## config.mk

```make
export PLATFORM = sky130hd
export DESIGN_NAME = mem_ctrl
export DESIGN_NICKNAME = d
export VERILOG_FILES = /design/src/rtl/mem_ctrl_pkg.sv /design/src/rtl/mem_ctrl_fetch_buf.sv /design/src/rtl/mem_ctrl.sv
export SDC_FILE = /design/constraint.sdc
export NUM_CORES = 1
export LEC_CHECK = 0
export BUFFER_PORTS_ARGS = -buffer_cell sky130_fd_sc_hd__buf_2
export CAP_MARGIN = 20
export CORE_MARGIN = 8
export CORE_UTILIZATION = 57
export DETAILED_ROUTE_END_ITERATION = 10
export PLACE_DENSITY = 0.85
export SLEW_MARGIN = 20
export SYNTH_ARGS = -nofsm -noshare
export SYNTH_HDL_FRONTEND = slang
export SYNTH_SLANG_ARGS = --single-unit
```

## constraint.sdc

```tcl
create_clock -name clk -period 3.23 [get_ports clk]
set_clock_uncertainty 0.05 [all_clocks]
set_input_delay 0.646 -clock clk [delete_from_list [all_inputs] [get_ports clk]]
set_output_delay 0.646 -clock clk [all_outputs]
set_load 0.005 [all_outputs]
```

## src/rtl/mem_ctrl_pkg.sv

```systemverilog
`default_nettype none
// ============================================================================
// Module   : mem_ctrl_pkg
// Purpose  : Shared definitions for the byte-wide RAM arbiter (mem_ctrl):
//            FSM state encodings, mem_len transfer-size codes and byte-lane
//            helper functions.
// Config   : MEM_CTRL_FETCH_BUF_EN (consumed by mem_ctrl / mem_ctrl_fetch_buf)
// Revision : 1.0 - initial release
// ============================================================================
package mem_ctrl_pkg;

    typedef enum logic [1:0] {
        ST_IDLE  = 2'd0,
        ST_FETCH = 2'd1,
        ST_LOAD  = 2'd2,
        ST_STORE = 2'd3
    } state_e;

    // mem_len codes are the index of the last byte of the transfer
    localparam logic [1:0] LEN_BYTE = 2'd0;
    localparam logic [1:0] LEN_HALF = 2'd1;
    localparam logic [1:0] LEN_WORD = 2'd3;

    // Little-endian lane k occupies bits [8k+7:8k]
    function automatic logic [31:0] put_byte(input logic [31:0] w,
                                             input logic [1:0]  idx,
                                             input logic [7:0]  b);
        logic [31:0] r;
        r = w;
        r[{idx, 3'b000} +: 8] = b;
        return r;
    endfunction

    function automatic logic [7:0] get_byte(input logic [31:0] w,
                                            input logic [1:0]  idx);
        return w[{idx, 3'b000} +: 8];
    endfunction

endpackage
`default_nettype wire

```

## src/rtl/mem_ctrl_fetch_buf.sv

```systemverilog
`default_nettype none
// ============================================================================
// Module   : mem_ctrl_fetch_buf
// Purpose  : One-entry fetch buffer (valid, tag address, word) that lets a
//            repeated fetch of the same address complete without RAM access.
// Ports    : clk, rst         - clock, synchronous active-high reset
//            lookup_addr_i    - address of the pending fetch
//            hit_o / word_o   - tag match on a valid entry / buffered word
//            fill_i, fill_addr_i, fill_word_i - refill on fetch completion
//            inv_i            - invalidate (accepted store)
// Config   : only present when MEM_CTRL_FETCH_BUF_EN is defined
// Revision : 1.0 - initial release
// ============================================================================
`ifdef MEM_CTRL_FETCH_BUF_EN
module mem_ctrl_fetch_buf
    import mem_ctrl_pkg::*;
(
    input  logic        clk,
    input  logic        rst,
    input  logic [31:0] lookup_addr_i,
    output logic        hit_o,
    output logic [31:0] word_o,
    input  logic        fill_i,
    input  logic [31:0] fill_addr_i,
    input  logic [31:0] fill_word_i,
    input  logic        inv_i
);

    logic        valid_q, valid_d;
    logic [31:0] tag_q, tag_d;
    logic [31:0] word_q, word_d;

    always_comb begin
        valid_d = valid_q;
        tag_d   = tag_q;
        word_d  = word_q;
        // A store may alias the buffered word, so invalidation wins
        if (inv_i) begin
            valid_d = 1'b0;
        end else if (fill_i) begin
            valid_d = 1'b1;
            tag_d   = fill_addr_i;
            word_d  = fill_word_i;
        end
    end

    always_ff @(posedge clk) begin
        if (rst) begin
            valid_q <= 1'b0;
            tag_q   <= '0;
            word_q  <= '0;
        end else begin
            valid_q <= valid_d;
            tag_q   <= tag_d;
            word_q  <= word_d;
        end
    end

    assign hit_o  = valid_q && (tag_q == lookup_addr_i);
    assign word_o = word_q;

endmodule
`endif
`default_nettype wire

```

## src/rtl/mem_ctrl.sv

```systemverilog
`default_nettype none
// ============================================================================
// Module   : mem_ctrl
// Purpose  : Arbitrates one byte-wide synchronous RAM port between the
//            instruction fetch (always 4 bytes) and load/store (1/2/4 bytes),
//            little-endian, one byte per cycle. Load/store wins in IDLE;
//            transfers are never preempted; a branch flush aborts a fetch.
// Ports    : clk, rst                      - clock, sync active-high reset
//            if_req/if_addr/if_data/if_done - fetch interface
//            mem_req/mem_we/mem_addr/mem_wdata/mem_len/mem_rdata/mem_done
//                                          - load/store interface
//            ex_b_flag                     - branch-taken flush
//            ram_addr/ram_dout/ram_we/ram_din - RAM port (read data valid
//                                            one cycle after its address)
//            stallreq_if/stallreq_mem      - stall requests
// Config   : MEM_CTRL_FETCH_BUF_EN adds a one-entry fetch buffer
// Revision : 1.0 - initial release
// ============================================================================
module mem_ctrl
    import mem_ctrl_pkg::*;
(
    input  logic        clk,
    input  logic        rst,
    input  logic        if_req,
    input  logic [31:0] if_addr,
    output logic [31:0] if_data,
    output logic        if_done,
    input  logic        mem_req,
    input  logic        mem_we,
    input  logic [31:0] mem_addr,
    input  logic [31:0] mem_wdata,
    input  logic [1:0]  mem_len,
    output logic [31:0] mem_rdata,
    output logic        mem_done,
    input  logic        ex_b_flag,
    output logic [31:0] ram_addr,
    output logic [7:0]  ram_dout,
    output logic        ram_we,
    input  logic [7:0]  ram_din,
    output logic        stallreq_if,
    output logic        stallreq_mem
);

    state_e      state_q, state_d;
    logic [1:0]  cnt_q, cnt_d;         // index of byte currently on ram_addr
    logic        iss_q, iss_d;         // read addresses still being issued
    logic        rx_vld_q, rx_vld_d;   // ram_din carries a requested byte
    logic [1:0]  rx_idx_q, rx_idx_d;   // which byte ram_din carries
    logic [1:0]  last_q, last_d;       // index of the final byte
    logic [31:0] wdata_q, wdata_d;
    logic [31:0] acc_q, acc_d;         // read assembly register
    logic [31:0] ram_addr_q, addr_d;
    logic [7:0]  ram_dout_q, dout_d;
    logic        ram_we_q, we_d;
    logic [31:0] if_data_q, if_data_d;
    logic [31:0] mem_rdata_q, mem_rdata_d;
    logic        if_done_q, if_done_d;
    logic        mem_done_q, mem_done_d;

    logic [31:0] w_word;
    logic        w_buf_hit;
    logic [31:0] w_buf_word;
    logic        w_hit;

`ifdef MEM_CTRL_FETCH_BUF_EN
    logic w_buf_fill;
    logic w_buf_inv;

    assign w_buf_fill = (state_q == ST_FETCH) && if_done_d;
    assign w_buf_inv  = (state_q == ST_IDLE) && (state_d == ST_STORE);

    // At fetch completion ram_addr still holds addr+3, so the tag is
    // recovered by subtracting 3 (mod 2^32, matching the wrapped issue).
    mem_ctrl_fetch_buf u_fetch_buf (
        .clk           (clk),
        .rst           (rst),
        .lookup_addr_i (if_addr),
        .hit_o         (w_buf_hit),
        .word_o        (w_buf_word),
        .fill_i        (w_buf_fill),
        .fill_addr_i   (ram_addr_q - 32'd3),
        .fill_word_i   (if_data_d),
        .inv_i         (w_buf_inv)
    );
`else
    assign w_buf_hit  = 1'b0;
    assign w_buf_word = '0;
`endif

    // Buffer hits complete in IDLE without starting a RAM transfer
    assign w_hit  = (state_q == ST_IDLE) && if_req && !mem_req && !ex_b_flag && w_buf_hit;
    assign w_word = put_byte(acc_q, rx_idx_q, ram_din);

    always_ff @(posedge clk) begin
        if (rst) begin
            state_q <= ST_IDLE;
        end else begin
            state_q <= state_d;
        end
    end

    always_comb begin
        state_d     = state_q;
        cnt_d       = cnt_q;
        iss_d       = iss_q;
        rx_vld_d    = 1'b0;
        rx_idx_d    = rx_idx_q;
        last_d      = last_q;
        wdata_d     = wdata_q;
        acc_d       = acc_q;
        addr_d      = ram_addr_q;
        dout_d      = ram_dout_q;
        we_d        = 1'b0;
        if_data_d   = if_data_q;
        mem_rdata_d = mem_rdata_q;
        if_done_d   = 1'b0;
        mem_done_d  = 1'b0;

        case (state_q)
            ST_IDLE: begin
                if (mem_req) begin
                    cnt_d   = '0;
                    last_d  = mem_len;
                    addr_d  = mem_addr;
                    wdata_d = mem_wdata;
                    acc_d   = '0;   // unused upper lanes read back as zero
                    if (mem_we) begin
                        state_d = ST_STORE;
                        we_d    = 1'b1;
                        dout_d  = mem_wdata[7:0];
                        iss_d   = 1'b0;
                    end else begin
                        state_d = ST_LOAD;
                        iss_d   = 1'b1;
                    end
                end else if (if_req && !ex_b_flag && !w_buf_hit) begin
                    state_d = ST_FETCH;
                    cnt_d   = '0;
                    last_d  = LEN_WORD;
                    addr_d  = if_addr;
                    acc_d   = '0;
                    iss_d   = 1'b1;
                end
            end

            ST_FETCH, ST_LOAD: begin
                if ((state_q == ST_FETCH) && ex_b_flag) begin
                    state_d = ST_IDLE;
                    iss_d   = 1'b0;
                end else begin
                    // Address issue runs one cycle ahead of data return
                    rx_vld_d = iss_q;
                    rx_idx_d = cnt_q;
                    if (iss_q) begin
                        if (cnt_q == last_q) begin
                            iss_d = 1'b0;
                        end else begin
                            cnt_d  = cnt_q + 2'd1;
                            addr_d = ram_addr_q + 32'd1;
                        end
                    end
                    if (rx_vld_q) begin
                        acc_d = w_word;
                        if (rx_idx_q == last_q) begin
                            state_d = ST_IDLE;
                            if (state_q == ST_FETCH) begin
                                if_data_d = w_word;
                                if_done_d = 1'b1;
                            end else begin
                                mem_rdata_d = w_word;
                                mem_done_d  = 1'b1;
                            end
                        end
                    end
                end
            end

            ST_STORE: begin
                if (cnt_q == last_q) begin
                    state_d    = ST_IDLE;
                    mem_done_d = 1'b1;
                end else begin
                    we_d   = 1'b1;
                    cnt_d  = cnt_q + 2'd1;
                    addr_d = ram_addr_q + 32'd1;
                    dout_d = get_byte(wdata_q, cnt_q + 2'd1);
                end
            end

            default: state_d = ST_IDLE;
        endcase
    end

    always_ff @(posedge clk) begin
        if (rst) begin
            cnt_q       <= '0;
            iss_q       <= 1'b0;
            rx_vld_q    <= 1'b0;
            rx_idx_q    <= '0;
            last_q      <= '0;
            wdata_q     <= '0;
            acc_q       <= '0;
            ram_addr_q  <= '0;
            ram_dout_q  <= '0;
            ram_we_q    <= 1'b0;
            if_data_q   <= '0;
            mem_rdata_q <= '0;
            if_done_q   <= 1'b0;
            mem_done_q  <= 1'b0;
        end else begin
            cnt_q       <= cnt_d;
            iss_q       <= iss_d;
            rx_vld_q    <= rx_vld_d;
            rx_idx_q    <= rx_idx_d;
            last_q      <= last_d;
            wdata_q     <= wdata_d;
            acc_q       <= acc_d;
            ram_addr_q  <= addr_d;
            ram_dout_q  <= dout_d;
            ram_we_q    <= we_d;
            if_data_q   <= if_data_d;
            mem_rdata_q <= mem_rdata_d;
            if_done_q   <= if_done_d;
            mem_done_q  <= mem_done_d;
        end
    end

    assign ram_addr     = ram_addr_q;
    assign ram_dout     = ram_dout_q;
    assign ram_we       = ram_we_q;
    assign if_data      = w_hit ? w_buf_word : if_data_q;
    assign if_done      = if_done_q | w_hit;
    assign mem_rdata    = mem_rdata_q;
    assign mem_done     = mem_done_q;
    assign stallreq_if  = if_req & ~if_done;
    assign stallreq_mem = mem_req & ~mem_done;

endmodule
`default_nettype wire

```

# Word level (Yosys, flattened, before mapping)
# Cells that the tools add are included.
totals:
  memories: 0
  ram_bits: 0
  mem_bits_ro: 0
  ff_bits: 181
  latchBits: 0
op_classes:
  eq_ne: 15
  reduce_logical: 20
  addsub: 3
  bitwise: 9
  muxes: 49
  magnitude_cmp: 0
  div_mod_pow: 0
  shifts: 3
  mul: 0
op_table:
  columns: ["operator", "count"]
  rows:
  - ["two-way mux 32 bit", 9]
  - ["case mux 32 bit (3 select lines)", 1]
  - ["case mux 32 bit (2 select lines)", 1]
  - ["adder 32 x 1 -> 32 bit (second input constant)", 1]
  - ["bitwise mux 32 bit", 1]
  - ["variable shift 8 x 7 -> 32 bit (first input constant)", 1]
  - ["variable part select 32 x 6 -> 8 bit", 1]
  - ["variable part select 8 x 7 -> 32 bit", 1]
  - ["two-way mux 2 bit", 13]
  - ["two-way mux 8 bit", 3]
  - ["case mux 8 bit (2 select lines)", 1]
  - ["two-way mux 1 bit", 15]
  - ["!= test 2 bit (second input constant)", 7]
  - ["case mux 2 bit (3 select lines)", 2]
  - ["AND reduction 4 bit", 3]
  - ["AND reduction 5 bit", 2]
  - ["AND reduction 2 bit", 4]
  - ["negation 5 -> 7 bit", 1]
  - ["inverter 1 bit", 7]
  - ["!= test 3 bit (second input constant)", 2]
  - ["case mux 1 bit (2 select lines)", 3]
  - ["nonzero test 2 bit", 3]
  - ["OR reduction 5 bit", 1]
  - ["equality test 2 bit", 2]
  - ["11 further kinds", 14]

# Longest topological paths before layout
# Gate-level depths: netlist of the first run.
depth:
  word_depth: 6
  mapped_depth: 10
  mapped_depth_nobuf: 7

# Worst setup path after synthesis of the first run
# OpenSTA, ideal clock, no wires.
synth_timing:
  kind: "reg2reg"
  from: "register rx_idx_q[0]"
  to: "register acc_q[0]"
  t_arrival_ps: 2103
  stages_incl_launch_ff: 7
  required_time_ps: 3110
  synth_period_minus_slack_ps: 2223
  setup_slack_ps: 1007
  path_buffers: 0
  cell_sequence: "dfxtp_1 > inv_1 > ha_1 > nor3_1 > a21oi_1 > or3_1 > a21oi_1"
synth_between:
  elab_chain_cells: 6
  word_cells_on_any_way: 7
synth_rtl:
  columns: ["item", "line", "source"]
  rows:
  - ["start: declaration", "mem_ctrl.sv:48", "logic [1:0] rx_idx_q, rx_idx_d;"]
  - ["start signal: assignment", "mem_ctrl.sv:214", "rx_idx_q <= rx_idx_d;"]
  - ["negation 5 -> 7 bit (*)", "mem_ctrl_pkg.sv:30", "r[{idx, 3'b000} +: 8] = b;"]
  - ["variable part select 8 x 7 -> 32 bit or variable shift 8 x 7 -> 32 bit (tied branches)", "mem_ctrl_pkg.sv:30", null]
  - ["bitwise mux 32 bit (*)", "mem_ctrl_pkg.sv:30", null]
  - ["two-way mux 32 bit (*)", "mem_ctrl.sv:162", "if (rx_vld_q) begin"]
  - ["two-way mux 32 bit (*)", "mem_ctrl.sv:147", "if ((state_q == ST_FETCH) && ex_b_flag) begin"]
  - ["case mux 32 bit (2 select lines) (*)", "mem_ctrl.sv:119", "case (state_q)"]
  - ["end signal: assignment", "mem_ctrl.sv:202", "acc_q <= '0;"]
  - ["end signal: assignment", "mem_ctrl.sv:217", "acc_q <= acc_d;"]
  - ["end: declaration", "mem_ctrl.sv:51", "logic [31:0] acc_q, acc_d;"]
# Mark *: on every way between the ends. The rest lies on a longest branch, timed or not. The select of a mux whose other input is x is not followed.
# A chain may end at the register's enable or synchronous reset.

# Final worst setup path of the first run
layout_timing:
  from: "register rx_idx_q[0]"
  to: "register acc_q[21]"
# Same word-level chain as after synthesis.

==> results of run 1 <==
## worst max-delay path by stage
stage | startpoint | end | cells past startpoint
after global routing | rx_idx_q[0] | acc_q[22] | 7
after global placement | rx_idx_q[0] | acc_q[20] | 7
after CTS | rx_idx_q[0] | acc_q[21] | 7
final | rx_idx_q[0] | acc_q[21] | 7
after detailed placement | rx_idx_q[0] | acc_q[17] | 7
after floorplan | rx_idx_q[0] | acc_q[0] | 6
## layout make-up
class / instances / area share [%]
inverter: 13 / 0.4693
sequential: 181 / 34.85
timing repair buffer: 241 / 12.37
clock inverter: 13 / 1.636
tap: 188 / 2.262
clock buffer: 19 / 4.259
multi-input combinational: 755 / 44.16
## synthesized netlist by cell type (2+ instances only)
cell type and count:
sky130_fd_sc_hd__o31ai_1 4, sky130_fd_sc_hd__buf_2 19, sky130_fd_sc_hd__nor3b_1 2, sky130_fd_sc_hd__or4_1 2, sky130_fd_sc_hd__buf_4 3, sky130_fd_sc_hd__mux2_2 4, sky130_fd_sc_hd__buf_1 3, sky130_fd_sc_hd__a221oi_1 3
sky130_fd_sc_hd__nor4_1 6, sky130_fd_sc_hd__a211oi_1 79, sky130_fd_sc_hd__and3_1 7, sky130_fd_sc_hd__or2_1 3, sky130_fd_sc_hd__nor3_2 2, sky130_fd_sc_hd__clkbuf_1 50, sky130_fd_sc_hd__o22ai_1 6, sky130_fd_sc_hd__ha_1 11
sky130_fd_sc_hd__xnor2_1 2, sky130_fd_sc_hd__o221a_2 4, sky130_fd_sc_hd__nand2b_1 2, sky130_fd_sc_hd__or3_1 34, sky130_fd_sc_hd__o2bb2ai_1 3, sky130_fd_sc_hd__nand3_1 17, sky130_fd_sc_hd__nor2_2 2, sky130_fd_sc_hd__o211ai_1 2
sky130_fd_sc_hd__nand4_1 8, sky130_fd_sc_hd__a21o_1 3, sky130_fd_sc_hd__mux4_2 7, sky130_fd_sc_hd__and2_1 3, sky130_fd_sc_hd__buf_6 3, sky130_fd_sc_hd__o41ai_1 2, sky130_fd_sc_hd__a221o_1 2, sky130_fd_sc_hd__mux2i_1 42
sky130_fd_sc_hd__a32o_1 6, sky130_fd_sc_hd__nor3_1 28, sky130_fd_sc_hd__nand2_1 133, sky130_fd_sc_hd__and4_1 4, sky130_fd_sc_hd__o21ai_0 27, sky130_fd_sc_hd__dfxtp_1 181, sky130_fd_sc_hd__o21a_1 2, sky130_fd_sc_hd__a31oi_1 2
sky130_fd_sc_hd__nor2_1 107, sky130_fd_sc_hd__inv_1 13, sky130_fd_sc_hd__nor2b_1 35, sky130_fd_sc_hd__a21oi_1 130
## logic make-up after synthesis
group,Yosys count,synth area share [%]
flip-flops,181,42.14
buffers and inverters,91,4.641
AO/OA/AOI/OAI,284,21.07
adder cells (fa/ha/maj),11,1.600
multiplexers,54,7.551
XOR/XNOR,4,0.4948
AND/OR/NAND/NOR,402,22.51
## placed cells by master, fill, tap and decap left out, types with 8 or more instances in the layout
cell                        count
sky130_fd_sc_hd__o21ai_0       27
sky130_fd_sc_hd__nand4_1        8
sky130_fd_sc_hd__buf_4         20
sky130_fd_sc_hd__nand3_1       17
sky130_fd_sc_hd__a211oi_1      79
sky130_fd_sc_hd__nor2_1       106
sky130_fd_sc_hd__nor3_1        28
sky130_fd_sc_hd__nand2_1      133
sky130_fd_sc_hd__nor2b_1       35
sky130_fd_sc_hd__a21oi_1      130
sky130_fd_sc_hd__mux2i_1       42
sky130_fd_sc_hd__or3_1         34
sky130_fd_sc_hd__ha_1          10
sky130_fd_sc_hd__dfxtp_1      181
sky130_fd_sc_hd__inv_1         13
sky130_fd_sc_hd__clkbuf_16     17
sky130_fd_sc_hd__buf_2        219
## power by group through the flow
stage / sequential (mW) / clock (mW) / combinational (mW)
finish: 2.93 / 2.16 / 3.03
global route: 2.98 / 2.27 / 3.32
CTS: 2.92 / 2.18 / 3.00
detailed placement: 2.97 / 0 / 2.98
global placement: 2.95 / 0 / 2.92
floorplan: 2.89 / 0 / 2.21
## flip-flops by register name (all words and copies together) (netlist names), 2 cells and up
signal     count
mem_rdata     32
if_data       32
cnt_q          2
last_q         2
state_q        2
ram_dout       8
wdata_q       32
ram_addr      32
rx_idx_q       2
acc_q         32
## metrics by stage
| stage | total power, mW | util (%) | cells | worst slack [ns] |
|---|---|---|---|---|
| global route | 8.577 | 69.43 | 1410 | 0.3306 |
| detailed placement | 5.950 | 65.34 | 1378 | 0.6079 |
| CTS | 8.091 | 69.43 | 1410 | 0.6210 |
| finish | 8.117 | 69.43 | 1410 | 0.6068 |
| floorplan | 5.093 | - | 1027 | 1.007 |
| global placement | 5.878 | 65.34 | 1378 | 0.7071 |
## per-layer routing
metal / share of wire [%] / wire (um) / vias up
met5: 0.067 / 16 / -
met4: 3.2 / 765 / 4
met3: 7.5 / 1794 / 64
met2: 48 / 11370 / 353
met1: 42 / 9957 / 3813
li1: - / - / 4056
## worst reg2reg max path: stages (launching register included)
cell and delay, ns:
sky130_fd_sc_hd__dfxtp_1 0.45, sky130_fd_sc_hd__inv_1 0.19, sky130_fd_sc_hd__ha_1 0.41, sky130_fd_sc_hd__nand4bb_1 0.25, sky130_fd_sc_hd__nor2_1 0.48, sky130_fd_sc_hd__a21oi_1 0.20, sky130_fd_sc_hd__or3_1 0.38, sky130_fd_sc_hd__a21oi_1 0.15
==> impl_metrics.prom, run 1 <==
# TYPE chip_impl_metric gauge
chip_impl_metric{name="hold_violations",unit=""} 0
chip_impl_metric{name="grt_start_max_net_pins",unit=""} 65
chip_impl_info{name="status",value="complete, no violations"} 1
chip_impl_info{name="biggest_area_consumer_among_synthesized_cells",value="sky130_fd_sc_hd__dfxtp_1"} 1
chip_impl_metric{name="achievable-frequency",unit="GHz"} 0.3812
chip_impl_info{name="crit_chain",value="inv_1, ha_1, nand4bb_1, nor2_1, a21oi_1, or3_1, a21oi_1"} 1
chip_impl_metric{name="drtAntennaViolNets",unit=""} 0
chip_impl_metric{name="setup_violations",unit=""} 0
chip_impl_metric{name="initial_antenna_violation_count",unit=""} 2
chip_impl_metric{name="multi_input_area",unit="sq um"} 4592
chip_impl_metric{name="synth.yosys.warnings",unit=""} 0
chip_impl_metric{name="drt_first_iter_violations",unit=""} 730
chip_impl_metric{name="wl",unit="um"} 23900
chip_impl_metric{name="met2_track_demand_over_resource_in_global_routing",unit="%"} 40.84
chip_impl_info{name="tritoncts",value="done"} 1
chip_impl_info{name="timing.rr.end",value="acc_q[21]"} 1
chip_impl_metric{name="max_cap_viol_count",unit=""} 0
chip_impl_metric{name="clkSlewWorstSetupHoldPaths",unit="ns"} 0.07
chip_impl_metric{name="ys_types",unit=""} 63
chip_impl_metric{name="placeableCoreArea",unit="sq um"} 14980
chip_impl_metric{name="dpl-instance-area",unit="sq um"} 9786
chip_impl_metric{name="die_w",unit="um"} 138.8
chip_impl_metric{name="dieHeight",unit="um"} 138.8
chip_impl_metric{name="p_sw_share",unit="%"} 39.02
chip_impl_metric{name="power_density",unit="nW/um^2"} 780.6
chip_impl_info{name="ys_top_cells_by_area",value="sky130_fd_sc_hd__dfxtp_1 (42%), sky130_fd_sc_hd__a21oi_1 (7.6%), sky130_fd_sc_hd__a211oi_1 (6.9%), sky130_fd_sc_hd__nand2_1 (5.8%), sky130_fd_sc_hd__mux2i_1 (4.9%)"} 1
chip_impl_info{name="clock_tree.root_cell",value="sky130_fd_sc_hd__clkbuf_16"} 1
chip_impl_metric{name="ys_seq_area_share",unit="%"} 42.14
chip_impl_metric{name="postSynth.asyncResetShare",unit="%"} 0
chip_impl_metric{name="port_buffers",unit=""} 220
chip_impl_metric{name="cts.repair.resized",unit=""} 0
chip_impl_info{name="critical_path.endpoint_type",value="register"} 1
chip_impl_info{name="critPathKind",value="reg2reg"} 1
chip_impl_metric{name="regArea",unit="sq um"} 3623
chip_impl_metric{name="synthesis.instances",unit=""} 1027
chip_impl_metric{name="ff2ff_setup_slack",unit="ns"} 0.61
chip_impl_metric{name="mappedNetlistNets",unit=""} 1150
chip_impl_metric{name="core.rowCount",unit=""} 45
chip_impl_metric{name="critical_path_fanout_max",unit=""} 12
chip_impl_metric{name="combinationalPowerShare",unit="%"} 37.3
chip_impl_metric{name="pwr-share-seq",unit="%"} 36.1
chip_impl_metric{name="place.detailed.hpwl",unit="um"} 16790
chip_impl_metric{name="gp_congestion",unit=""} 0.8931
chip_impl_metric{name="r2r_cells",unit=""} 7
chip_impl_metric{name="wire_length_of_the_first_global_routing_pass",unit="um"} 39300
chip_impl_metric{name="p_leak",unit="nW"} 4.187
chip_impl_metric{name="final_max_slew_viol_count",unit=""} 0
chip_impl_info{name="holdCritStartpoint",value="acc_q[5]"} 1
chip_impl_metric{name="final.fill_count",unit=""} 1191
chip_impl_info{name="r2r-start",value="rx_idx_q[0]"} 1
chip_impl_metric{name="fin_nets",unit=""} 1332
chip_impl_metric{name="worst_ep_required_time",unit="ns"} 3.54
chip_impl_info{name="rsz0062_at_grt",value="no"} 1
chip_impl_info{name="cp_dominant_cell_by_count",value="sky130_fd_sc_hd__a21oi_1"} 1
chip_impl_metric{name="ir_drop",unit="V"} 0.0005767
chip_impl_metric{name="detail_route.wl_per_cell",unit="um"} 16.95
chip_impl_metric{name="p_int",unit="mW"} 4.950
chip_impl_metric{name="insertion_delay",unit="ns"} 0.43
chip_impl_metric{name="antenna_fix_cells",unit=""} 0
chip_impl_metric{name="synth_area_per_inst",unit="sq um"} 8.373
chip_impl_metric{name="fin_crit",unit="ns"} 2.623
chip_impl_metric{name="power_frac_clock",unit="%"} 26.6
chip_impl_metric{name="dieArea",unit="sq um"} 19270
chip_impl_metric{name="worst_ep_arrival_time",unit="ns"} 2.94
chip_impl_metric{name="tns",unit="ns"} 0
chip_impl_metric{name="groute.layer.met3.usage",unit="%"} 6.850
chip_impl_metric{name="inserted_clock_buffers",unit=""} 17
chip_impl_metric{name="routed_via_density",unit=""} 5.879
chip_impl_metric{name="cp.buffers_inverters",unit=""} 1
chip_impl_info{name="critical_path.startpoint_type",value="register"} 1
chip_impl_metric{name="ios",unit=""} 221
chip_impl_metric{name="final_min_period_over_clock_period",unit="%"} 81.22
chip_impl_metric{name="worst_path_largest_cell_delay",unit="ns"} 0.48
chip_impl_info{name="yosys_most_used_dff",value="sky130_fd_sc_hd__dfxtp_1"} 1
chip_impl_metric{name="timing.hold.worst_path_depth",unit=""} 2
chip_impl_info{name="critical-path-slowest-cell",value="sky130_fd_sc_hd__nor2_1"} 1
chip_impl_metric{name="first_global_vias",unit=""} 7932
chip_impl_metric{name="post_route_cells_drive_above_1_share",unit="%"} 24.80
chip_impl_metric{name="drc_errors",unit=""} 0
chip_impl_metric{name="fin_area",unit="sq um"} 10400
chip_impl_metric{name="max_slew.worst_pin.slew",unit="ns"} 0.7334
chip_impl_metric{name="global_route.overflow_total",unit=""} 0
chip_impl_metric{name="cell_area_after_synthesis",unit="sq um"} 8599
chip_impl_metric{name="worst_slew_margin_rel",unit="%"} 51.11
chip_impl_metric{name="number_of_buffers_inserted_by_hold_repair_at_cts",unit=""} 0
chip_impl_metric{name="number_of_flops_mapped_to_enable_cells_by_yosys",unit=""} 0
chip_impl_metric{name="drt_pre_antenna_iters",unit=""} 6
chip_impl_metric{name="vias",unit=""} 8290
chip_impl_metric{name="finalHoldWorstSlack",unit="ns"} 0.3951
chip_impl_metric{name="netlist.area_leader.share",unit="%"} 42.14
chip_impl_info{name="min_path_type",value="reg2reg"} 1
chip_impl_metric{name="clock_tree.htree_level_count",unit=""} 4
chip_impl_info{name="worst_hold_path.endpoint",value="acc_q[5]"} 1
chip_impl_info{name="busiest_layer",value="met2"} 1
chip_impl_info{name="crit_family",value="simple AND/OR/NAND/NOR gates"} 1
chip_impl_metric{name="postCtsSetupBuffers",unit=""} 0
chip_impl_metric{name="numClockSinks",unit=""} 181
chip_impl_metric{name="synthToLayoutAreaGrowth",unit="%"} 20.92
chip_impl_metric{name="synth-seq-cells",unit=""} 181
chip_impl_metric{name="clockBufferDepth",unit=""} 2
chip_impl_metric{name="netSwitchingPower",unit="mW"} 3.167
chip_impl_metric{name="global_routing_usage_on_met1",unit="%"} 28.90
chip_impl_metric{name="start_util",unit="%"} 57.42
chip_impl_metric{name="grt.total_usage",unit="%"} 24.32
(Power assumes the default switching activity.)
==> run 2, diff against run 1 <==
Settings changed: CORE_UTILIZATION 57 to 53, PLACE_DENSITY 0.85 to 0.8.
Clock period 3.23 ns to 2.65 ns, I/O delays scaled along.
==> run 2 against run 1 <==
Sequential share of layout area shrank 0.50 points. Critical path type unchanged. Via count shrank 1.6%. Sequential cell count is the same. Largest power group unchanged.
==> impl_metrics.prom, run 2 (synthesis results as in run 1) <==
# TYPE chip_impl_metric gauge
chip_impl_metric{name="grt.total_usage",unit="%"} 22.54
chip_impl_metric{name="die_w",unit="um"} 143.4
chip_impl_info{name="tritoncts",value="done"} 1
chip_impl_metric{name="wl",unit="um"} 23630
chip_impl_metric{name="worst_path_largest_cell_delay",unit="ns"} 0.40
chip_impl_metric{name="drt_pre_antenna_iters",unit=""} 5
chip_impl_metric{name="final.fill_count",unit=""} 1376
chip_impl_metric{name="max_cap_viol_count",unit=""} 0
chip_impl_info{name="final_common_cell",value="sky130_fd_sc_hd__buf_2"} 1
chip_impl_metric{name="synthToLayoutAreaGrowth",unit="%"} 22.70
chip_impl_info{name="top_layer",value="met5"} 1
chip_impl_metric{name="fin_crit",unit="ns"} 2.360
chip_impl_metric{name="hold_violations",unit=""} 0
chip_impl_metric{name="insertion_delay",unit="ns"} 0.43
chip_impl_metric{name="cp.buffers_inverters",unit=""} 2
chip_impl_metric{name="worst_ep_arrival_time",unit="ns"} 2.67
chip_impl_metric{name="postCtsSetupBuffers",unit=""} 0
chip_impl_metric{name="combinationalPowerShare",unit="%"} 36.8
chip_impl_info{name="clock_tree.root_cell",value="sky130_fd_sc_hd__clkbuf_16"} 1
chip_impl_metric{name="ios",unit=""} 221
chip_impl_metric{name="first_global_vias",unit=""} 7746
chip_impl_metric{name="wire_length_of_the_first_global_routing_pass",unit="um"} 37940
chip_impl_metric{name="detail_route.wl_per_cell",unit="um"} 16.35
chip_impl_metric{name="inserted_clock_buffers",unit=""} 17
chip_impl_metric{name="clock_tree.htree_level_count",unit=""} 4
chip_impl_info{name="critical_path.endpoint_type",value="register"} 1
chip_impl_metric{name="fin_nets",unit=""} 1337
chip_impl_info{name="crit_chain",value="inv_1, ha_1, a21boi_4, a22oi_1, or2_1, buf_4, or3_1, a21oi_1"} 1
chip_impl_metric{name="p_int",unit="mW"} 6.290
chip_impl_metric{name="post_route_cells_drive_above_1_share",unit="%"} 25.10
chip_impl_info{name="critical_path.startpoint_type",value="register"} 1
chip_impl_metric{name="drc_errors",unit=""} 0
chip_impl_metric{name="ir_drop",unit="V"} 0.0006113
chip_impl_info{name="critPathKind",value="reg2reg"} 1
chip_impl_metric{name="final_max_slew_viol_count",unit=""} 0
chip_impl_metric{name="dieHeight",unit="um"} 143.4
chip_impl_metric{name="wl_met1",unit="um"} 10400
chip_impl_metric{name="number_of_buffers_inserted_by_hold_repair_at_cts",unit=""} 0
chip_impl_metric{name="clkSlewWorstSetupHoldPaths",unit="ns"} 0.07
chip_impl_info{name="status",value="complete, no violations"} 1
chip_impl_metric{name="vias",unit=""} 8154
chip_impl_metric{name="worst_slew_margin_rel",unit="%"} 56.63
chip_impl_metric{name="place.detailed.hpwl",unit="um"} 16910
chip_impl_metric{name="detailroute.wirelength.met3",unit="um"} 1613
chip_impl_info{name="min_path_type",value="in2reg"} 1
chip_impl_metric{name="p_leak",unit="nW"} 4.234
chip_impl_metric{name="port_buffers",unit=""} 220
chip_impl_metric{name="initial_antenna_violation_count",unit=""} 2
chip_impl_metric{name="setup_violations",unit=""} 0
chip_impl_info{name="critical-path-slowest-cell",value="sky130_fd_sc_hd__or3_1"} 1
chip_impl_metric{name="netSwitchingPower",unit="mW"} 3.843
chip_impl_metric{name="final_min_period_over_clock_period",unit="%"} 89.07
chip_impl_info{name="crit_family",value="simple AND/OR/NAND/NOR gates"} 1
chip_impl_metric{name="global_route.overflow_total",unit=""} 0
chip_impl_metric{name="achievable-frequency",unit="GHz"} 0.4237
chip_impl_metric{name="p_sw_share",unit="%"} 37.93
chip_impl_metric{name="clockBufferDepth",unit=""} 2
chip_impl_metric{name="routed_via_density",unit=""} 5.643
chip_impl_metric{name="ff2ff_setup_slack",unit="ns"} 0.29
chip_impl_metric{name="critical_path_fanout_max",unit=""} 64
chip_impl_metric{name="cts.repair.resized",unit=""} 0
chip_impl_metric{name="start_util",unit="%"} 54.14
chip_impl_metric{name="core.rowCount",unit=""} 46
chip_impl_metric{name="power_density",unit="nW/um^2"} 960.3
chip_impl_metric{name="placeableCoreArea",unit="sq um"} 15890
chip_impl_metric{name="report.power.total",unit="mW"} 10.13
chip_impl_metric{name="numClockSinks",unit=""} 181
chip_impl_metric{name="wl_met2",unit="um"} 11250
chip_impl_metric{name="drtAntennaViolNets",unit=""} 0
chip_impl_metric{name="power_frac_clock",unit="%"} 27.9
chip_impl_metric{name="gp_congestion",unit=""} 0.8874
chip_impl_metric{name="tns",unit="ns"} 0
chip_impl_info{name="final_cell_mix",value="sky130_fd_sc_hd__buf_2 (219), sky130_fd_sc_hd__dfxtp_1 (181), sky130_fd_sc_hd__nand2_1 (133)"} 1
chip_impl_metric{name="dieArea",unit="sq um"} 20560
chip_impl_metric{name="worst_ep_required_time",unit="ns"} 2.96
chip_impl_metric{name="pwr-share-seq",unit="%"} 35.3
chip_impl_info{name="rsz0062_at_grt",value="no"} 1
chip_impl_metric{name="drt_first_iter_violations",unit=""} 642
chip_impl_metric{name="max_slew.worst_pin.slew",unit="ns"} 0.6506
chip_impl_metric{name="grt_start_max_net_pins",unit=""} 104
## run 2: changes by cell type in the layout (fill, tap and decap cells not counted), sizes merged
cell / previous run / this run
clkinvlp: 2 / 4
clkinv: 4 / 0
bufinv: 3 / 5
diode: 0 / 2
buf: 241 / 246
## run 2: power by group through the flow
stage	Sequential, mW	Combinational [mW]	Clock [mW]
after floorplan	3.52	2.69	0
after global placement	3.60	3.64	0
after detailed placement	3.62	3.70	0
after CTS	3.56	3.72	2.86
after global routing	3.63	4.15	2.96
final	3.57	3.73	2.83
## run 2: path summary, 6_finish.rpt
check,end,startpoint,cells after the start
worst max-delay path,acc_q[31],state_q[0],8
worst min-delay path,wdata_q[8],mem_wdata[8],3
worst max register to register,acc_q[31],state_q[0],8
worst min register to register,acc_q[27],acc_q[27],2
## run 2: final cells by class
| class | count | area (sq um) | share of cell area, % |
|---|---|---|---|
| multi-input combinational | 755 | 4592 | 43.52 |
| clock buffer | 19 | 442.9 | 4.198 |
| antenna | 2 | 5.005 | 0.04743 |
| tap | 216 | 270.3 | 2.561 |
| sequential | 181 | 3623 | 34.34 |
| clock inverter | 13 | 220.2 | 2.087 |
| timing repair buffer | 246 | 1349 | 12.78 |
| inverter | 13 | 48.80 | 0.4625 |
## run 2: metrics by stage
stage	hold WS, ns	cells	utilization (%)	worst slack, ns	area [sq um]
after global placement	0.3827	1411	62.22	0.3717	9883
after global routing	0.2888	1444	66.41	0.09973	10550
final	0.2752	1445	66.42	0.2897	10550
after CTS	0.2702	1443	66.39	0.3028	10550
after floorplan	0.3773	1027	-	0.4270	8600
after detailed placement	0.3892	1411	62.22	0.3179	9883
## run 2: metal layers
metal,GRT usage (%),up-vias
met3,4.778,30
li1,-,4053
met2,37.35,276
met5,0,-
met1,28.61,3793
met4,7.416,2
## run 2: worst reg2reg max path, cell delays in order, from the launching register on
cell and delay (ns):
sky130_fd_sc_hd__dfxtp_1 0.39, sky130_fd_sc_hd__inv_1 0.10, sky130_fd_sc_hd__ha_1 0.35, sky130_fd_sc_hd__a21boi_4 0.28, sky130_fd_sc_hd__a22oi_1 0.09, sky130_fd_sc_hd__or2_1 0.21
sky130_fd_sc_hd__buf_4 0.29, sky130_fd_sc_hd__or3_1 0.40, sky130_fd_sc_hd__a21oi_1 0.14
==> run 3, diff against run 2 <==
Settings changed: SYNTH_HIERARCHICAL set to 1.
Clock period 2.65 ns to 2.45 ns, I/O delays scaled along.
==> run 3 against run 2 <==
Via count is 0.27% lower. Non-clock buffer count is 15 higher. Synthesized area stayed put. Largest cell class unchanged. Critical endpoint is now acc_q[24]. First-iteration DRC count is 15% lower. Sequential power is 7.6% higher. Register-to-register slack worse by 0.14 ns. Worst hold slack worse by 0.033 ns. Final cell count is 1.1% higher. Setup slack worse by 0.14 ns. Critical path depth stayed put. Combinational power is 16% higher. Power is 9.1% higher.
==> impl_metrics.prom, run 3 <==
# TYPE chip_impl_metric gauge
chip_impl_info{name="status",value="complete, no violations"} 1
chip_impl_metric{name="fin_crit",unit="ns"} 2.304
chip_impl_info{name="critical_path.endpoint_type",value="register"} 1
chip_impl_metric{name="netlist.area_leader.share",unit="%"} 42.14
chip_impl_metric{name="inserted_clock_buffers",unit=""} 17
chip_impl_info{name="timing.rr.end",value="acc_q[24]"} 1
chip_impl_metric{name="achievable-frequency",unit="GHz"} 0.4341
chip_impl_info{name="yosys_most_used_dff",value="sky130_fd_sc_hd__dfxtp_1"} 1
chip_impl_info{name="startpoint",value="state_q[0]"} 1
chip_impl_metric{name="clkSlewWorstSetupHoldPaths",unit="ns"} 0.07
chip_impl_metric{name="power_density",unit="nW/um^2"} 1039
chip_impl_metric{name="met2_track_demand_over_resource_in_global_routing",unit="%"} 37.67
chip_impl_metric{name="global_route.overflow_total",unit=""} 0
chip_impl_info{name="endpoint",value="acc_q[24]"} 1
chip_impl_metric{name="clock_tree.htree_level_count",unit=""} 4
chip_impl_metric{name="groute.layer.met3.usage",unit="%"} 5.143
chip_impl_metric{name="ff2ff_setup_slack",unit="ns"} 0.15
chip_impl_metric{name="number_of_flops_mapped_to_enable_cells_by_yosys",unit=""} 0
chip_impl_metric{name="insertion_delay",unit="ns"} 0.43
chip_impl_metric{name="postSynth.asyncResetShare",unit="%"} 0
chip_impl_info{name="synth_cell_count_leaders",value="sky130_fd_sc_hd__dfxtp_1 (181), sky130_fd_sc_hd__nand2_1 (133), sky130_fd_sc_hd__a21oi_1 (130)"} 1
chip_impl_metric{name="place_ws",unit="ns"} 0.1711
chip_impl_metric{name="final.fill_count",unit=""} 1369
chip_impl_info{name="critical_path.startpoint_type",value="register"} 1
chip_impl_metric{name="core.rowCount",unit=""} 46
chip_impl_metric{name="synthesis.instances",unit=""} 1027
chip_impl_info{name="min_path_type",value="in2reg"} 1
chip_impl_metric{name="hold_violations",unit=""} 0
chip_impl_metric{name="grt.total_usage",unit="%"} 23.43
chip_impl_metric{name="fin_nets",unit=""} 1352
chip_impl_metric{name="grt_start_max_net_pins",unit=""} 65
chip_impl_metric{name="post_route_cells_drive_above_1_share",unit="%"} 26.17
chip_impl_metric{name="dieHeight",unit="um"} 143.4
chip_impl_metric{name="p_leak",unit="nW"} 4.301
chip_impl_metric{name="worst_ep_required_time",unit="ns"} 2.74
chip_impl_info{name="busiest_layer",value="met2"} 1
chip_impl_metric{name="drc_errors",unit=""} 0
chip_impl_info{name="tritoncts",value="done"} 1
chip_impl_metric{name="synth-seq-cells",unit=""} 181
chip_impl_metric{name="die_w",unit="um"} 143.4
chip_impl_info{name="final_cell_mix",value="sky130_fd_sc_hd__buf_2 (219), sky130_fd_sc_hd__dfxtp_1 (181), sky130_fd_sc_hd__nand2_1 (133)"} 1
chip_impl_metric{name="drt_pre_antenna_iters",unit=""} 5
chip_impl_metric{name="clockBufferDepth",unit=""} 2
chip_impl_metric{name="place.detailed.hpwl",unit="um"} 17210
chip_impl_metric{name="port_buffers",unit=""} 220
chip_impl_info{name="biggest_area_consumer_among_synthesized_cells",value="sky130_fd_sc_hd__dfxtp_1"} 1
chip_impl_metric{name="r2r_cells",unit=""} 8
chip_impl_metric{name="global_routing_usage_on_met1",unit="%"} 30.42
chip_impl_metric{name="worst_slack",unit="ns"} 0.1462
chip_impl_info{name="critPathKind",value="reg2reg"} 1
chip_impl_metric{name="vias",unit=""} 8132
chip_impl_metric{name="start_util",unit="%"} 54.14
chip_impl_metric{name="synth_area_per_inst",unit="sq um"} 8.373
chip_impl_metric{name="routed_via_density",unit=""} 5.566
chip_impl_info{name="crit_chain",value="inv_1, ha_4, a21boi_4, a22oi_1, or2_1, buf_12, or3_1, a21oi_1"} 1
chip_impl_metric{name="final_min_period_over_clock_period",unit="%"} 94.03
chip_impl_metric{name="final_max_slew_viol_count",unit=""} 0
chip_impl_metric{name="gp_congestion",unit=""} 0.8615
chip_impl_info{name="final_common_cell",value="sky130_fd_sc_hd__buf_2"} 1
chip_impl_metric{name="worst_slew_margin_rel",unit="%"} 55.80
chip_impl_metric{name="max_cap_viol_count",unit=""} 0
chip_impl_metric{name="numClockSinks",unit=""} 181
chip_impl_metric{name="ys_seq_area_share",unit="%"} 42.14
chip_impl_metric{name="worst_ep_arrival_time",unit="ns"} 2.59
chip_impl_metric{name="drt_first_iter_violations",unit=""} 545
chip_impl_metric{name="critical_path_fanout_max",unit=""} 64
chip_impl_info{name="r2r-start",value="state_q[0]"} 1
chip_impl_metric{name="first_global_vias",unit=""} 7704
chip_impl_metric{name="worst_path_largest_cell_delay",unit="ns"} 0.39
chip_impl_info{name="clock_tree.root_cell",value="sky130_fd_sc_hd__clkbuf_16"} 1
chip_impl_metric{name="dieArea",unit="sq um"} 20560
chip_impl_metric{name="max_slew.worst_pin.slew",unit="ns"} 0.6630
chip_impl_metric{name="wire_length_of_the_first_global_routing_pass",unit="um"} 39130
chip_impl_metric{name="mappedNetlistNets",unit=""} 1150
chip_impl_metric{name="wl",unit="um"} 24340
chip_impl_metric{name="ios",unit=""} 221
chip_impl_metric{name="placeableCoreArea",unit="sq um"} 15890
chip_impl_metric{name="synth.yosys.warnings",unit=""} 6
chip_impl_metric{name="report.power.total",unit="mW"} 11.06
chip_impl_metric{name="tns",unit="ns"} 0
chip_impl_metric{name="ir_drop",unit="V"} 0.0006813
chip_impl_metric{name="detail_route.wl_per_cell",unit="um"} 16.66
chip_impl_info{name="critical-path-slowest-cell",value="sky130_fd_sc_hd__dfxtp_1"} 1
chip_impl_metric{name="setup_violations",unit=""} 0
chip_impl_metric{name="cell_area_after_synthesis",unit="sq um"} 8599
chip_impl_metric{name="ys_types",unit=""} 63
chip_impl_metric{name="synthToLayoutAreaGrowth",unit="%"} 23.69
chip_impl_metric{name="initial_antenna_violation_count",unit=""} 2
chip_impl_info{name="top_count_cell_post_synth",value="sky130_fd_sc_hd__dfxtp_1"} 1
chip_impl_info{name="ys_top_cells_by_area",value="sky130_fd_sc_hd__dfxtp_1 (42%), sky130_fd_sc_hd__a21oi_1 (7.6%), sky130_fd_sc_hd__a211oi_1 (6.9%), sky130_fd_sc_hd__nand2_1 (5.8%), sky130_fd_sc_hd__mux2i_1 (4.9%)"} 1
chip_impl_info{name="rsz0062_at_grt",value="no"} 1
chip_impl_metric{name="drtAntennaViolNets",unit=""} 0
## run 3: worst min path at each step
stage	start	end	slack (ns)	cells after the start
2_1_floorplan	acc_q[26]	acc_q[26]	0.38	2
3_3_place_gp	acc_q[7]	acc_q[7]	0.38	2
3_5_place_dp	acc_q[22]	acc_q[22]	0.39	2
4_1_cts	mem_wdata[16]	wdata_q[16]	0.23	3
5_1_grt	mem_wdata[16]	wdata_q[16]	0.24	3
6_report	mem_wdata[16]	wdata_q[16]	0.24	3
## run 3: where the power goes
| group | leakage [nW] | internal (mW) | switching (mW) |
|---|---|---|---|
| Sequential | 1.47 | 3.39 | 0.452 |
| Clock | 0.301 | 1.67 | 1.21 |
| Combinational | 2.53 | 1.73 | 2.60 |
| Total | 4.30 | 6.79 | 4.26 |
## run 3: cell type report
class                   instances  area (sq um)  share of cell area, %
diodes                          3         7.507                0.07058
flip-flops and latches        181          3623                  34.07
inverters                      13         48.80                 0.4588
multi-input cells             755          4604                  43.29
clock inverters                13         167.7                  1.576
clock buffers                  19         452.9                  4.258
repair buffers                261          1461                  13.74
well taps                     216         270.3                  2.541
## run 3: critical path, delay by kind of cell (launching register included)
family | cells | cell delay [ns]
compound gates | 3 | 0.56
fa+ha+maj | 1 | 0.30
buf+inv | 2 | 0.32
flops | 1 | 0.39
simple gates | 2 | 0.58
## run 3: kinds of logic (layout without fill, tap and decap cells)
logic type | Yosys count | in the layout | share of synthesized area (%)
AOI/OAI and AO/OA | 284 | 284 | 21.07
DFF | 181 | 181 | 42.14
muxes | 54 | 54 | 7.551
adders and majority gates | 11 | 11 | 1.600
and+or+nand+nor | 402 | 402 | 22.51
other | 0 | 3 | 0
buffers and inverters | 91 | 306 | 4.641
xor gates and xnor gates | 4 | 4 | 0.4948
## run 3: stage by stage
stage               instance area, sq um  utilization [%]  cells  hold slack (ns)
floorplan                           8600                -   1027           0.3773
global route                       10630            66.94   1460           0.2363
CTS                                10590            66.64   1454           0.2287
finish                             10640            66.96   1461           0.2427
global placement                    9966            62.74   1422           0.3828
detailed placement                  9966            62.74   1422           0.3887
## run 3: repair_timing
action                     4_1_cts  5_1_grt
hold endpoints to repair         0        0
hold buffers                     0        0
setup buffers                    0        4
gates resized for setup          0        1
setup endpoints to repair        0       10
## run 3: routing by layer
metal  vias to the layer above  part of all wire (%)  routed length [um]
met5                         -                     0                   0
met4                         0                   1.6                 397
met3                        29                   7.4                1803
met2                       285                    47               11540
met1                      3722                    44               10590
li1                       4096                     -                   -
